--- config.mk ---
export PLATFORM = sky130hd
export DESIGN_NAME = frame_descrambler_flat
export DESIGN_NICKNAME = d
export VERILOG_FILES = /design/src/rtl/frame_descrambler_if.sv /design/src/rtl/frame_descrambler.sv /design/src/flat_wrapper.sv
export SDC_FILE = /design/constraint.sdc
export NUM_CORES = 1
export LEC_CHECK = 0
export BUFFER_PORTS_ARGS = -buffer_cell sky130_fd_sc_hd__buf_2
export CORE_MARGIN = 2
export CORE_UTILIZATION = 48
export DETAILED_ROUTE_END_ITERATION = 8
export MAX_ROUTING_LAYER = met4
export SKIP_LAST_GASP = 1
export SLEW_MARGIN = 20
export SYNTH_ARGS = -nofsm -noshare
export SYNTH_HDL_FRONTEND = slang
export SYNTH_SLANG_ARGS = --single-unit
--- constraint.sdc ---
create_clock -name iclk -period 8 [get_ports iclk]
set_clock_uncertainty 0.05 [all_clocks]
set_input_delay 0.4 -clock iclk [delete_from_list [all_inputs] [get_ports iclk]]
set_output_delay 0.4 -clock iclk [all_outputs]
set_load 0.02 [all_outputs]
--- src/rtl/frame_descrambler_if.sv ---
// Serial bit-stream bundle between the bit slicer, the frame descrambler and
// the DeFEC chain.
//   ival/idata   : received hard bit and its valid strobe (toward the descrambler)
//   oval/odata   : descrambled payload bit and its valid strobe
//   osop/oeop    : first / last payload bit of a frame, qualified by oval
//   olock        : high while the descrambler holds frame lock
// master drives the received stream; slave is the descrambler.
interface frame_descrambler_if;
  logic ival;
  logic idata;
  logic oval;
  logic osop;
  logic oeop;
  logic odata;
  logic olock;

  modport master (output ival, idata, input oval, osop, oeop, odata, olock);
  modport slave  (input ival, idata, output oval, osop, oeop, odata, olock);
endinterface

--- src/rtl/frame_descrambler.sv ---
// Receive-side frame synchroniser and additive descrambler.
// Finds the sync word in the serial stream, confirms it over several frames
// (SEARCH -> VERIFY -> LOCK, with flywheel through missed syncs), strips the
// sync field and descrambles the payload with the 12-bit LFSR that mirrors the
// TX scrambler, regenerating osop/oeop for the FEC decoder.
// Ports:
//   iclk   : clock
//   ireset : asynchronous active-low reset
//   bus    : frame_descrambler_if.slave (ival/idata in; oval/osop/oeop/odata/olock out)
// All outputs are registered one cycle after the ival/idata sample.
module frame_descrambler #(
  parameter logic [11:0] START_STATE = 12'hFFF,
  parameter logic [31:0] SYNC_WORD   = 32'h1ACFFC1D,
  parameter int          SYNC_LEN    = 32,
  parameter int          FRAME_LEN   = 1024,
  parameter int          MAX_ERR     = 0,
  parameter int          LOCK_CNT    = 2,
  parameter int          MISS_CNT    = 3
) (
  input  logic               iclk,
  input  logic               ireset,
  frame_descrambler_if.slave bus
);

  localparam int PERIOD = SYNC_LEN + FRAME_LEN;
  localparam int CW     = $clog2(PERIOD);
  localparam int EW     = $clog2(SYNC_LEN + 1);
  localparam int HW     = $clog2(LOCK_CNT + 1);
  localparam int MW     = $clog2(MISS_CNT + 1);

  localparam logic [CW-1:0] SYNC_END   = CW'(SYNC_LEN - 1);
  localparam logic [CW-1:0] PAY_START  = CW'(SYNC_LEN);
  localparam logic [CW-1:0] PAY_LAST   = CW'(FRAME_LEN - 1);
  localparam logic [CW-1:0] PERIOD_END = CW'(PERIOD - 1);

  typedef enum logic [1:0] {ST_SEARCH, ST_VERIFY, ST_LOCK} state_e;

  function automatic logic psp(input logic [11:0] s);
    return s[11] ^ s[5] ^ s[3] ^ s[0];
  endfunction

  state_e              state_q, state_d;
  logic [SYNC_LEN-2:0] sr_q, sr_d;
  logic [CW-1:0]       bit_cnt_q, bit_cnt_d;
  logic [HW-1:0]       hit_cnt_q, hit_cnt_d;
  logic [MW-1:0]       miss_cnt_q, miss_cnt_d;
  logic [11:0]         lfsr_q, lfsr_d;
  logic [11:0]         last_state_q, last_state_d;
  logic                oval_q, oval_d;
  logic                osop_q, osop_d;
  logic                oeop_q, oeop_d;
  logic                odata_q, odata_d;

  logic [SYNC_LEN-1:0] win;
  logic [EW-1:0]       err;
  logic                hit;
  logic [CW-1:0]       p;
  logic [11:0]         lfsr_adv;

  // Sync correlator: Hamming distance of the newest SYNC_LEN bits (including
  // the bit arriving now) against the sync word.
  always_comb begin : sync_cmp
    win = {sr_q, bus.idata};
    err = '0;
    for (int i = 0; i < SYNC_LEN; i++) begin
      err = err + EW'(win[i] ^ SYNC_WORD[i]);
    end
    hit = (err <= EW'(MAX_ERR));
  end

  always_comb begin : next_state
    // NOTE: every _d is given its hold/idle value first, so no path through
    // the branches below leaves a signal unassigned and no latch is inferred.
    state_d      = state_q;
    sr_d         = sr_q;
    bit_cnt_d    = bit_cnt_q;
    hit_cnt_d    = hit_cnt_q;
    miss_cnt_d   = miss_cnt_q;
    lfsr_d       = lfsr_q;
    last_state_d = last_state_q;
    oval_d       = 1'b0;
    osop_d       = 1'b0;
    oeop_d       = 1'b0;
    odata_d      = 1'b0;
    p            = bit_cnt_q - PAY_START;
    lfsr_adv     = {lfsr_q[10:0], psp(lfsr_q)};

    if (bus.ival) begin
      sr_d      = win[SYNC_LEN-2:0];
      bit_cnt_d = (bit_cnt_q == PERIOD_END) ? '0 : bit_cnt_q + 1'b1;

      unique case (state_q)
        ST_SEARCH: begin
          if (hit) begin
            // Align the period so the next valid bit is payload index 0.
            bit_cnt_d  = PAY_START;
            hit_cnt_d  = HW'(1);
            miss_cnt_d = '0;
            state_d    = (LOCK_CNT <= 1) ? ST_LOCK : ST_VERIFY;
          end
        end
        ST_VERIFY: begin
          if (bit_cnt_q == SYNC_END) begin
            if (!hit) begin
              state_d   = ST_SEARCH;
              hit_cnt_d = '0;
            end else if (hit_cnt_q + 1'b1 == HW'(LOCK_CNT)) begin
              state_d    = ST_LOCK;
              hit_cnt_d  = '0;
              miss_cnt_d = '0;
            end else begin
              hit_cnt_d = hit_cnt_q + 1'b1;
            end
          end
        end
        ST_LOCK: begin
          if (bit_cnt_q == SYNC_END) begin
            if (hit) begin
              miss_cnt_d = '0;
            end else if (miss_cnt_q + 1'b1 == MW'(MISS_CNT)) begin
              state_d    = ST_SEARCH;
              miss_cnt_d = '0;
              hit_cnt_d  = '0;
            end else begin
              // Flywheel: keep the frame timing and keep delivering payload.
              miss_cnt_d = miss_cnt_q + 1'b1;
            end
          end
        end
        default: state_d = ST_SEARCH;
      endcase

      // Payload delivery. Index 0 uses the end state of the previous frame
      // and reloads the LFSR without shifting, matching the TX scrambler.
      if (state_q != ST_SEARCH && bit_cnt_q >= PAY_START) begin
        oval_d = 1'b1;
        if (p == '0) begin
          osop_d  = 1'b1;
          odata_d = bus.idata ^ psp(last_state_q);
          lfsr_d  = START_STATE;
        end else begin
          odata_d = bus.idata ^ psp(lfsr_q);
          lfsr_d  = lfsr_adv;
          if (p == PAY_LAST) begin
            oeop_d       = 1'b1;
            last_state_d = lfsr_adv;
          end
        end
      end
    end
  end

  // NOTE: sequential state uses non-blocking assignments only, so every flop
  // samples the _d values of the same edge regardless of statement order.
  always_ff @(posedge iclk or negedge ireset) begin
    if (!ireset) begin
      state_q      <= ST_SEARCH;
      sr_q         <= '0;
      bit_cnt_q    <= '0;
      hit_cnt_q    <= '0;
      miss_cnt_q   <= '0;
      lfsr_q       <= START_STATE;
      last_state_q <= START_STATE;
      oval_q       <= 1'b0;
      osop_q       <= 1'b0;
      oeop_q       <= 1'b0;
      odata_q      <= 1'b0;
    end else begin
      state_q      <= state_d;
      sr_q         <= sr_d;
      bit_cnt_q    <= bit_cnt_d;
      hit_cnt_q    <= hit_cnt_d;
      miss_cnt_q   <= miss_cnt_d;
      lfsr_q       <= lfsr_d;
      last_state_q <= last_state_d;
      oval_q       <= oval_d;
      osop_q       <= osop_d;
      oeop_q       <= oeop_d;
      odata_q      <= odata_d;
    end
  end

  assign bus.oval  = oval_q;
  assign bus.osop  = osop_q;
  assign bus.oeop  = oeop_q;
  assign bus.odata = odata_q;
  assign bus.olock = (state_q == ST_LOCK);

endmodule

--- src/flat_wrapper.sv ---
// flat-port wrapper written by rule: the top's interface ports become plain ports
module frame_descrambler_flat 
#(
  parameter logic [11:0] START_STATE = 12'hFFF,
  parameter logic [31:0] SYNC_WORD   = 32'h1ACFFC1D,
  parameter int          SYNC_LEN    = 32,
  parameter int          FRAME_LEN   = 1024,
  parameter int          MAX_ERR     = 0,
  parameter int          LOCK_CNT    = 2,
  parameter int          MISS_CNT    = 3
)
  (iclk, ireset, bus_ival, bus_idata, bus_oval, bus_osop, bus_oeop, bus_odata, bus_olock);
  frame_descrambler_if bus_i ();
  input  logic iclk;
  input  logic ireset;
  input wire logic [$bits(bus_i.ival)-1:0] bus_ival;
  input wire logic [$bits(bus_i.idata)-1:0] bus_idata;
  output wire logic [$bits(bus_i.oval)-1:0] bus_oval;
  output wire logic [$bits(bus_i.osop)-1:0] bus_osop;
  output wire logic [$bits(bus_i.oeop)-1:0] bus_oeop;
  output wire logic [$bits(bus_i.odata)-1:0] bus_odata;
  output wire logic [$bits(bus_i.olock)-1:0] bus_olock;
  assign bus_i.ival = bus_ival;
  assign bus_i.idata = bus_idata;
  assign bus_oval = bus_i.oval;
  assign bus_osop = bus_i.osop;
  assign bus_oeop = bus_i.oeop;
  assign bus_odata = bus_i.odata;
  assign bus_olock = bus_i.olock;
  frame_descrambler #(.START_STATE(START_STATE), .SYNC_WORD(SYNC_WORD), .SYNC_LEN(SYNC_LEN), .FRAME_LEN(FRAME_LEN), .MAX_ERR(MAX_ERR), .LOCK_CNT(LOCK_CNT), .MISS_CNT(MISS_CNT)) u_core (.iclk(iclk), .ireset(ireset), .bus(bus_i));
endmodule
After elaboration in Yosys (flattened, before gate mapping)
Index checks and enable logic that the tools add are counted.
{"block": "op_classes", "n_reduce_logical": 10, "muxes": 36, "eq_ne": 15, "magnitude_cmp": 2, "add_sub_neg": 35, "bitwise": 28}
{"cell": "$add A6 B1 Y6", "count": 30}
{"cell": "$mux W2", "count": 17}
{"cell": "$mux W11", "count": 3}
{"cell": "$reduce_and A7 Y1", "count": 3}
{"cell": "$not A1 Y1", "count": 20}
{"cell": "$pmux W2 S3", "count": 3}
{"cell": "$mux W1", "count": 12}
{"cell": "$mux W12", "count": 1}
{"cell": "$ne A2 B1 Y1 const B", "count": 6}
{"cell": "$add A11 B1 Y11 const B", "count": 1}
{"cell": "$eq A11 B10 Y1 const B", "count": 1}
{"cell": "$eq A11 B11 Y1 const B", "count": 1}
{"cell": "$eq A11 B5 Y1 const B", "count": 1}
{"cell": "$ge A11 B6 Y1 const B", "count": 1}
{"cell": "$logic_not A11 Y1", "count": 1}
{"cell": "$sub A11 B6 Y11 const B", "count": 1}
{"cell": "$xor A1 B1 Y1", "count": 8}
{"cell": "$eq A2 B2 Y1 const B", "count": 3}
{"cell": "$le A6 B1 Y1 const B", "count": 1}
{"cell": "$add A2 B1 Y2 const B", "count": 2}
{"cell": "$reduce_and A4 Y1", "count": 1}
{"cell": "$ne A3 B3 Y1 const B", "count": 1}
{"cell": "$reduce_bool A3 Y1", "count": 1}
{"cell": "$add A1 B1 Y2", "count": 1}
{"cell": "other kinds (6)", "count": 6}
{"block": "word_totals", "output_inout_bits": 5, "ff_bits": 76, "in_bits": 4, "elab_cells": 137}

Longest topological paths before layout
{"block": "depth", "depth_word": 36, "mapped_depth": 19, "depth_no_buf": 18}

Worst setup path before layout
No wires, ideal clock.
{"block": "synth_path", "path_kind": "input -> register", "start": "input bus_idata", "end": "register u_core.miss_cnt_q[0]", "setup_time_ps": 128, "arrival_ps": 5531, "stages": 16, "t_required_ps": 7822, "path_buffers": 0, "slack_ps": 2292, "cell_sequence": "inv_1 ha_1 fa_1 fa_1 fa_1 inv_1 fa_1 fa_1 fa_1 inv_1 ha_1 or4_1 or3_1 a21oi_1 nand3_1 mux2_1"}
{"block": "synth_between", "elab_chain_cells": 36, "elab_cells_between_ends": 39, "cone_classes": "add/sub (31); order compare (1); eq/ne (2); mux (3); bitwise (1); reduce/logical (1)"}
{"item": "start, declared", "line": "flat_wrapper.sv:17", "rtl": "input wire logic [$bits(bus_i.idata)-1:0] bus_idata;"}
{"item": "$not A1 Y1 (no line) *"}
{"item": "$add A1 B1 Y2 *", "line": "frame_descrambler.sv:66", "rtl": "err = err + EW'(win[i] ^ SYNC_WORD[i]);"}
{"item": "$add A6 B1 Y6 * (30 in a row)", "line": "frame_descrambler.sv:66"}
{"item": "$le A6 B1 Y1 *", "line": "frame_descrambler.sv:68", "rtl": "hit = (err <= EW'(MAX_ERR));"}
{"item": "$mux W2", "line": "frame_descrambler.sv:118", "rtl": "if (hit) begin"}
{"item": "$mux W2", "line": "frame_descrambler.sv:117", "rtl": "if (bit_cnt_q == SYNC_END) begin"}
{"item": "$pmux W2 S3", "line": "frame_descrambler.sv:92", "rtl": "unique case (state_q)"}
{"item": "end signal, assigned", "line": "frame_descrambler.sv:173", "rtl": "miss_cnt_q <= miss_cnt_d;"}
{"item": "end, declared", "line": "frame_descrambler.sv:46", "rtl": "logic [MW-1:0] miss_cnt_q, miss_cnt_d;"}
Every way passes the cells marked *; elsewhere a longest branch is shown, timed or not. The select of a mux whose other input is x is not followed.
A chain may end at the register's enable or synchronous reset.

Worst setup path after layout
{"block": "layout_path", "start": "register u_core.sr_q[0]", "end": "register u_core.miss_cnt_q[0]"}
{"block": "layout_between", "elab_chain_cells": 35, "elab_cells_between_ends": 38, "cone_classes": "add/sub (31); order compare (1); eq/ne (2); mux (3); reduce/logical (1)"}
{"item": "start, declared", "line": "frame_descrambler.sv:43", "rtl": "logic [SYNC_LEN-2:0] sr_q, sr_d;"}
{"item": "start signal, assigned", "line": "frame_descrambler.sv:170", "rtl": "sr_q <= sr_d;"}
{"item": "$add A1 B1 Y2 *", "line": "frame_descrambler.sv:66"}
{"item": "$add A6 B1 Y6 * (30 in a row)", "line": "frame_descrambler.sv:66"}
{"item": "$le A6 B1 Y1 *", "line": "frame_descrambler.sv:68"}
{"item": "$mux W2", "line": "frame_descrambler.sv:118"}
{"item": "$mux W2", "line": "frame_descrambler.sv:117"}
{"item": "$pmux W2 S3", "line": "frame_descrambler.sv:92"}
Marked as above.

==> impl_metrics.tcl <==
set metrics [dict create \
    synth-seq-cells 68 \
    portBuffers 8 \
    period_share_pct 73.3 \
    cts_setup_buffers 0 \
    drt_iter0_drc 98 \
    worst_slew_pin_slew_ns 1.03 \
    start_util_pct 50.2 \
    track_usage_pct 18.3 \
    synth_top_area_share_pct 33.2 \
    status "finished clean" \
    htreeDepth 3 \
    firstDrtPassIters 4 \
    synth_most_common_cell "dfrtp_1" \
    design.portCount 9 \
    max_stage_delay_ns 0.59 \
    path_clk_slew_ns 0.08 \
    critPathTopFamily "adder cells" \
    critPathKind "register to register" \
    nFillCells 693 \
    cts_tree "yes" \
    async_reset_ff_share_pct 100 \
    grt_first_pass_wirelength_um 12300 \
    hpwl_um 4680 \
    seq_area_mm2 0.00172 \
    vias 2575 \
    netlist_area_mm2 0.00392 \
    syn_nets 420 \
    utilization_pct 54.7 \
    synthTopCellsByCount "dfrtp_1, inv_1, nor2_1" \
    die_area_mm2 0.00891 \
    synthCells 377 \
    cts_root_buf "clkbuf_8" \
    place.gp.congestion 0.762 \
    syn_to_final_growth_pct 8.93 \
    cts_sinks 68 \
    fin_crit_ns 5.86 \
    synth.distinct_cells 52 \
    synth_area_leaders "dfrtp_1, fa_1, dfstp_2" \
    gr-total-overflow 0 \
    worstSetupEndpointType "register" \
    hold_class "input pin to asynchronous set/reset pin" \
    ys_warn_count 0 \
    drive_above_1_share_pct 18.0 \
    rsz0062_at_grt "false" \
    final_nets 427 \
    drv_cap 0 \
    multiInputGateArea_mm2 0.00195 \
    fin_setup_tns_ns 0 \
    cts_buffer_depth 2 \
    route.detailed.drc 0 \
    antenna_found_initial 0 \
    dieHeight_um 94.4 \
    die_w_um 94.4 \
    synth_edf_count 0 \
    drt-total-wl_um 6770 \
    crit_slowest_cell "or4_1" \
    cts_buffers 9 \
    crit_chain "ha_1 -> fa_1 -> fa_1 -> fa_1 -> inv_1 -> fa_1 -> fa_1 -> fa_1 -> inv_1 -> ha_1 -> or4_1 -> or3_1 -> a21oi_1 -> nand3_1 -> mux2_1" \
    hold_violations 0 \
    yosysTopAreaCell "dfrtp_1" \
    ant_nets 0 \
    required_ns 8.18 \
    relSlewSlack_pct 31.4 \
    worst-path-buf-inv 2 \
    row_count 32 \
    cp-start-kind "register" \
    worstSkewPairLatency_ns 0.35 \
    grt_max_degree 69 \
    fmax_mhz 171 \
    cts_resized 0 \
    slew_viol_final 0 \
    finalSetupViolCount 0 \
    cp_max_fo 4 \
    grt_pass1_vias 2616 \
    via_per_inst 5.24 \
    core_area_mm2 0.00781 \
    synth_top_flop_cell "dfrtp_1" \
    hold_buffers 0 \
    cp_common_cell "fa_1" \
    wire_per_inst_um 13.8 \
    antenna_cells 0 \
    crit_arrival_ns 6.04 \
    syn_avg_cell_area_um2 10.4 \
    synth_seq_area_share_pct 43.9 \
]
metrics by stage:
| step | area, µm² | worst slack [ns] | hold slack (ns) | std cells |
|---|---|---|---|---|
| floorplan | 3920 | 2.29 | 0.0544 | 377 |
| global placement | 4050 | 2.00 | 0.413 | 475 |
| detailed placement | 4050 | 1.94 | 0.419 | 475 |
| CTS | 4270 | 2.11 | 0.219 | 491 |
| global route | 4270 | 1.85 | 0.267 | 491 |
| finish | 4270 | 2.14 | 0.165 | 491 |
final timing paths:
path                            slack [ns]                                from                            endpoint  cells past startpoint
worst max register to register        2.14          u_core.sr_q[0]$_DFFE_PN0P_    u_core.miss_cnt_q[0]$_DFFE_PN0P_                     15
worst min-delay path                  0.17                              ireset     u_core.bit_cnt_q[4]$_DFFE_PN0P_                      2
worst min register to register        0.43  u_core.last_state_q[0]$_DFFE_PN1P_  u_core.last_state_q[0]$_DFFE_PN1P_                      2
worst max-delay path                  2.14          u_core.sr_q[0]$_DFFE_PN0P_    u_core.miss_cnt_q[0]$_DFFE_PN0P_                     15
max in group asynchronous             7.15                              ireset       u_core.state_q[1]$_DFFE_PN0P_                      2
min in group iclk                     0.31                           bus_idata          u_core.sr_q[0]$_DFFE_PN0P_                      2
layer usage:
layer | global-route usage, % | part of all wire, %
met2 | 26.8 | 46
met5 | - | 0
met4 | 5.43 | 1.1
met3 | 4.55 | 2.4
met1 | 25.4 | 51
cell families after synthesis:
| kind of cell | count (synthesis) | synth area share (%) |
|---|---|---|
| AO/OA/AOI/OAI | 60 | 9.32 |
| XOR/XNOR | 10 | 2.23 |
| multiplexers | 26 | 7.50 |
| AND/OR/NAND/NOR | 108 | 13.8 |
| flip-flops | 68 | 43.9 |
| adder cells (fa/ha/maj) | 39 | 16.8 |
| buffers and inverters | 66 | 6.38 |
layout by cell type (no fill, tap or decap), drive strengths merged, types with 3 or more instances in the layout:
cell,instances
nand3b,3
dfrtp,52
a22o,3
clkinv,3
or2,4
buf,10
nand3,4
clkbuf,9
nor3,7
nor3b,3
nor4,5
nor4b,3
ha,16
o31ai,3
xnor2,8
a21oi,14
mux2,24
nor2,32
a31oi,3
fa,23
inv,53
nand4,4
or3,3
nand2,32
dfstp,16
o21ai,27
registers in the layout (all words and copies together), names as in the netlist:
name and cells:
u_core.bit_cnt_q 11, u_core.bus.odata 1, u_core.bus.oeop 1, u_core.bus.osop 1, u_core.bus.oval 1, u_core.hit_cnt_q 2, u_core.last_state_q 4, u_core.lfsr_q 12
u_core.miss_cnt_q 2, u_core.sr_q 31, u_core.state_q 2
layout make-up:
class                           count  share of cell area, %
Multi-Input combinational cell    243                   45.6
Sequential cell                    68                   40.3
Inverter                           52                   4.57
Tap cell                          102                   2.99
Clock buffer                        9                   2.90
Clock inverter                      7                   2.31
Timing Repair Buffer               10                   1.29
Power is not shown: default switching activity piles up to over one toggle a cycle in this logic, so the estimate is an artifact.
